File: src/rtl/ex_mem_reg.sv
// EX/MEM pipeline register.
// Captures the execute-stage result, store data, branch target and destination
// one clock after EX. Control bits are qualified with valid, with the overflow
// trap and with the $zero destination before they are stored, so MEM only ever
// sees actions that are allowed to happen. Flush inserts a bubble and takes
// priority over stall. Stall holds every register, including the trap and
// branch-taken flags.
module ex_mem_reg #(
  parameter int WIDTH = 32
) (
  input  logic             clk,
  input  logic             rst_n,
  input  logic             stall,
  input  logic             flush,
  input  logic             ex_valid,
  input  logic [WIDTH-1:0] alu_result,
  input  logic             alu_zero,
  input  logic             alu_overflow,
  input  logic             ovf_en,
  input  logic [WIDTH-1:0] ex_rt_data,
  input  logic [WIDTH-1:0] ex_branch_target,
  input  logic [4:0]       ex_dest,
  input  logic             ex_reg_write,
  input  logic             ex_mem_read,
  input  logic             ex_mem_write,
  input  logic             ex_mem_to_reg,
  input  logic             ex_branch,
  output logic             mem_valid,
  output logic [WIDTH-1:0] mem_alu_result,
  output logic [WIDTH-1:0] mem_rt_data,
  output logic [WIDTH-1:0] mem_branch_target,
  output logic [4:0]       mem_dest,
  output logic             mem_reg_write,
  output logic             mem_mem_read,
  output logic             mem_mem_write,
  output logic             mem_mem_to_reg,
  output logic             mem_pc_src,
  output logic             mem_ovf_trap
);

  // Qualified next-state control values
  logic trap_s;
  logic reg_write_s;
  logic mem_read_s;
  logic mem_write_s;
  logic mem_to_reg_s;
  logic pc_src_s;

  // Stored stage contents
  logic             valid_r;
  logic [WIDTH-1:0] alu_result_r;
  logic [WIDTH-1:0] rt_data_r;
  logic [WIDTH-1:0] branch_target_r;
  logic [4:0]       dest_r;
  logic             reg_write_r;
  logic             mem_read_r;
  logic             mem_write_r;
  logic             mem_to_reg_r;
  logic             pc_src_r;
  logic             ovf_trap_r;

  // Trap detection and control qualification; a trapping instruction must not
  // write the register file or memory, and writes to $zero are dropped here.
  always_comb begin
    trap_s       = ex_valid & ovf_en & alu_overflow;
    reg_write_s  = ex_valid & ex_reg_write & ~trap_s & (ex_dest != 5'd0);
    mem_read_s   = ex_valid & ex_mem_read & ~trap_s;
    mem_write_s  = ex_valid & ex_mem_write & ~trap_s;
    mem_to_reg_s = ex_valid & ex_mem_to_reg;
    pc_src_s     = ex_valid & ex_branch & alu_zero & ~trap_s;
  end

  // Stage register: async reset, then flush beats stall beats capture
  always_ff @(posedge clk or negedge rst_n) begin
    if (!rst_n) begin
      valid_r         <= 1'b0;
      alu_result_r    <= {WIDTH{1'b0}};
      rt_data_r       <= {WIDTH{1'b0}};
      branch_target_r <= {WIDTH{1'b0}};
      dest_r          <= 5'd0;
      reg_write_r     <= 1'b0;
      mem_read_r      <= 1'b0;
      mem_write_r     <= 1'b0;
      mem_to_reg_r    <= 1'b0;
      pc_src_r        <= 1'b0;
      ovf_trap_r      <= 1'b0;
    end else if (flush) begin
      valid_r         <= 1'b0;
      alu_result_r    <= {WIDTH{1'b0}};
      rt_data_r       <= {WIDTH{1'b0}};
      branch_target_r <= {WIDTH{1'b0}};
      dest_r          <= 5'd0;
      reg_write_r     <= 1'b0;
      mem_read_r      <= 1'b0;
      mem_write_r     <= 1'b0;
      mem_to_reg_r    <= 1'b0;
      pc_src_r        <= 1'b0;
      ovf_trap_r      <= 1'b0;
    end else if (!stall) begin
      valid_r         <= ex_valid;
      alu_result_r    <= alu_result;
      rt_data_r       <= ex_rt_data;
      branch_target_r <= ex_branch_target;
      dest_r          <= ex_dest;
      reg_write_r     <= reg_write_s;
      mem_read_r      <= mem_read_s;
      mem_write_r     <= mem_write_s;
      mem_to_reg_r    <= mem_to_reg_s;
      pc_src_r        <= pc_src_s;
      ovf_trap_r      <= trap_s;
    end else begin
      valid_r         <= valid_r;
      alu_result_r    <= alu_result_r;
      rt_data_r       <= rt_data_r;
      branch_target_r <= branch_target_r;
      dest_r          <= dest_r;
      reg_write_r     <= reg_write_r;
      mem_read_r      <= mem_read_r;
      mem_write_r     <= mem_write_r;
      mem_to_reg_r    <= mem_to_reg_r;
      pc_src_r        <= pc_src_r;
      ovf_trap_r      <= ovf_trap_r;
    end
  end

  assign mem_valid         = valid_r;
  assign mem_alu_result    = alu_result_r;
  assign mem_rt_data       = rt_data_r;
  assign mem_branch_target = branch_target_r;
  assign mem_dest          = dest_r;
  assign mem_reg_write     = reg_write_r;
  assign mem_mem_read      = mem_read_r;
  assign mem_mem_write     = mem_write_r;
  assign mem_mem_to_reg    = mem_to_reg_r;
  assign mem_pc_src        = pc_src_r;
  assign mem_ovf_trap      = ovf_trap_r;

endmodule

File: config.mk
export PLATFORM = sky130hd
export DESIGN_NAME = ex_mem_reg
export DESIGN_NICKNAME = d
export VERILOG_FILES = /design/src/rtl/ex_mem_reg.sv
export SDC_FILE = /design/constraint.sdc
export NUM_CORES = 1
export LEC_CHECK = 0
export BUFFER_PORTS_ARGS = -buffer_cell sky130_fd_sc_hd__buf_2
export CAP_MARGIN = 10
export CORE_ASPECT_RATIO = 0.8
export CORE_UTILIZATION = 46
export DETAILED_ROUTE_END_ITERATION = 8
export GPL_TIMING_DRIVEN = 0
export PLACE_DENSITY = 0.8
export SKIP_LAST_GASP = 1
export SLEW_MARGIN = 0
export SYNTH_ARGS = -nofsm -noshare
export SYNTH_HDL_FRONTEND = slang
export SYNTH_SLANG_ARGS = --single-unit
File: constraint.sdc
create_clock -name clk -period 0.8 [get_ports clk]
set_input_delay 0 -clock clk [delete_from_list [all_inputs] [get_ports clk]]
set_output_delay 0 -clock clk [all_outputs]
set_load 0.02 [all_outputs]
==> out/results.tsv <==
stage	metric	value	unit
die	die_h	89.73	um
die	io-pin-count	222	
detailed_routing	drc	14	
cts	cts.sinks	108	
flow_run	max_cap_violations	0	
detailed_routing	drt_iter0_markers	239	
sta	maxSlewViolCount	0	
die	coreArea	0.009193	mm^2
worst_setup_path	arrival	1.16	ns
sta	clock_skew	0	ns
power_and_ir_drop	power_frac_seq	44.2	%
yosys	synth_cell_types	20	
sta	worst_slack	-0.1430	ns
power_and_ir_drop	swShare	26.93	%
global_routing	first_global_vias	4962	
yosys	synth.ff_latch_count	108	
cts	clkTransAtPathRegs	0.07	ns
global_routing	grt_busiest_layer	met2	
worst_setup_path	r2r_slack	-0.14	ns
global_routing	grt_pass1_wl	25720	um
placed_design	gp_congestion	0.7716	
power_and_ir_drop	leakage	4.291	nW
worst_setup_path	worstReg2RegStart	mem_branch_target[11]$_DFFE_PN0P_	
run_status	status	finished, violations left	
worst_setup_path	crit_path_max_fanout	2	
detailed_routing	drtAntennaViolNets	0	
worst_setup_path	end_kind	flip-flop	
global_routing	grt_util_met1	36.11	%
run_status	violations	DRC, hold timing, setup timing	
power_and_ir_drop	p_sw	0.003677	W
yosys	syn-num-nets	465	
yosys	syn_inst	351	
cts	clk_path_buf_depth	2	
yosys	synth.cell_area	0.004425	mm^2
sta	setup_viol_count_final	152	
cts	numCtsBuffers	9	
power_and_ir_drop	ir_worst_vdd	1.319	mV
sta	period_needed	0.9430	ns
sta	hold_violations	56	
worst_setup_path	rr_endpoint	mem_branch_target[11]$_DFFE_PN0P_	
global_routing	use_met3	8.631	%
global_routing	gr-usage-all-layers	33.57	%
worst_setup_path	cp-start-kind	flip-flop	
sta	relSlewSlack	51.08	%
sta	grt_setup_unrepaired	true	
power_and_ir_drop	power_density	1666	mW/mm^2
detailed_routing	wl	17230	um
cts	htreeDepth	3	
sta	fin_hold_ws	-0.2809	ns
yosys	syn_avg_cell_area	12.61	um^2
yosys	yosysSeqAreaShare	61.07	%
yosys	yosysWarnings	0	
cts	insertion_delay	0.33	ns
layout	area_delta_synth_final	85.19	%
placed_design	dp_hpwl	8235	um
yosys	synth.largest_area_cell	dfrtp_1	
worst_setup_path	worstPathRequired	1.01	ns
worst_setup_path	ff2ff_path_depth	3	
detailed_routing	wl_per_cell	20.31	um
worst_setup_path	startpoint	mem_branch_target[11]$_DFFE_PN0P_	
cts	cts_hold_buf	109	
placed_design	io_buffers	219	
worst_setup_path	cp-endpoint	mem_branch_target[11]$_DFFE_PN0P_	
sta	finalCritPeriodShare	117.9	%
global_routing	antenna_found_initial	0	
die	die_area	0.01002	mm^2
layout	fin_util	89.15	%
global_routing	grt_overflow	0	
worst_setup_path	crit_type	flip-flop to flip-flop	
cts	cts_tree	built	
worst_hold_path	hp-class	primary input to async pin	
cts	root_buffer	clkbuf_16	
yosys	synthTopCellsByArea	dfrtp_1 (61%), mux2i_1 (23%), nor2_1 (8.9%)	
global_routing	grt_start_max_net_pins	58	
layout	diodes	0	
die	initial_core_util	48.14	%
global_routing	met2_usage	61.18	%
die	num_rows	31	
power_and_ir_drop	combPwrFrac	22.9	%
detailed_routing	vias	4449	
sta	worst-slew-pin-transition	0.7339	ns
layout	drive_gt1_share	42.02	%
power_and_ir_drop	intPower	0.009976	W
power_and_ir_drop	clkPwrFrac	32.9	%
die	die_x	111.7	um
yosys	yosysTopAreaCellShare	61.07	%
sta	fmax	1.060	GHz
sta	tns	-10.94	ns
detailed_routing	via_per_inst	5.246	
layout	fin_nets	842	
detailed_routing	first_pass_iters	7	
[cells by family after synthesis]
kind of cell           Yosys count  synth area share [%]
AND/OR/NAND/NOR                111                 9.867
flip-flops                     108                 61.07
multiplexers                   101                 22.84
buffers and inverters           24                 4.891
AO/OA/AOI/OAI                    7                 1.329
[cell usage in the layout (no fill, tap or decap), drive strengths merged]
cell / netlist / layout
bufinv: 0 / 1
clkinv: 0 / 1
a21oi: 1 / 1
buf: 20 / 275
and2b: 1 / 1
nor3: 1 / 1
and3b: 1 / 1
nor2b: 1 / 1
nor2: 105 / 105
a32o: 2 / 2
a22oi: 1 / 1
dlygate4sd3: 0 / 109
dfrtp: 108 / 108
clkinvlp: 0 / 1
a22o: 2 / 2
mux2i: 101 / 101
nand2: 2 / 2
clkbuf: 4 / 19
a32oi: 1 / 1
[power groups by stage]
stage	Sequential, W	Combinational [W]	Clock (W)
after detailed placement	0.00601	0.00197	0
after global routing	0.00606	0.00329	0.00472
final	0.00604	0.00313	0.00449
after CTS	0.00599	0.00284	0.00449
after global placement	0.00600	0.00189	0
after floorplan	0.00639	0.000715	0
[cell type report]
class,instances,area (um^2)
Buffer,24,219.0
Sequential cell,108,2704
Multi-Input combinational cell,219,1594
Clock buffer,13,250.2
Timing Repair Buffer,366,3238
Fill cell,359,997.2
Clock inverter,3,46.29
Tap cell,115,143.9
[per-layer routing]
metal  wire, um  up-vias  share of wire [%]
li1           -     1924                  -
met4        876        0                5.1
met2       9145      253                 53
met5          0        -                  0
met3       1238       79                7.2
met1       5966     2193                 35
[metrics by stage]
step	std cells	instance area, um^2	power (W)	setup WS (ns)	hold WS [ns]
2_1_floorplan	351	4427	0.007103	0.008002	-0.2956
3_3_place_gp	685	5667	0.007882	-1.540	0.2262
3_5_place_dp	686	5697	0.007986	-0.2939	0.1107
4_1_cts	839	7970	0.01332	-0.1044	-0.2538
5_1_grt	848	8195	0.01406	-0.1630	-0.2298
6_report	848	8195	0.01365	-0.1430	-0.2809
[how the worst min path moves through the flow]
stage | end | from | cells after the start | slack, ns
2_1_floorplan | mem_alu_result[0]$_DFFE_PN0P_ | rst_n | 0 | -0.30
3_3_place_gp | mem_mem_read$_DFFE_PN0P_ | ex_mem_read | 2 | 0.23
3_5_place_dp | mem_alu_result[16]$_DFFE_PN0P_ | rst_n | 1 | 0.11
4_1_cts | mem_alu_result[16]$_DFFE_PN0P_ | rst_n | 1 | -0.25
5_1_grt | mem_alu_result[11]$_DFFE_PN0P_ | rst_n | 1 | -0.23
6_report | mem_alu_result[11]$_DFFE_PN0P_ | rst_n | 1 | -0.28
[worst max-delay path, stage by stage, from the launching register on]
cell,delay (ns)
dfrtp_1,0.42
buf_6,0.14
mux2i_2,0.18
nor2_1,0.09
[repair_timing]
item | 4_1_cts | 5_1_grt
endpoints found under the setup margin | 108 | 174
resized for setup | 216 | 39
hold endpoints to repair | 163 | 56
pin swaps | 0 | 14
setup buffers | 28 | 9
[synth_stat cells]
master / count
a32o_1: 2
nand2_1: 2
dfrtp_1: 108
nor2_1: 105
buf_12: 5
a32oi_1: 1
mux2i_1: 101
buf_6: 1
buf_8: 1
buf_2: 6
nor3_1: 1
a22o_1: 2
clkbuf_1: 4
buf_4: 5
and2b_1: 1
nor2b_4: 1
and3b_1: 1
a21oi_1: 1
a22oi_1: 1
buf_1: 2
(Power assumes the default switching activity.)
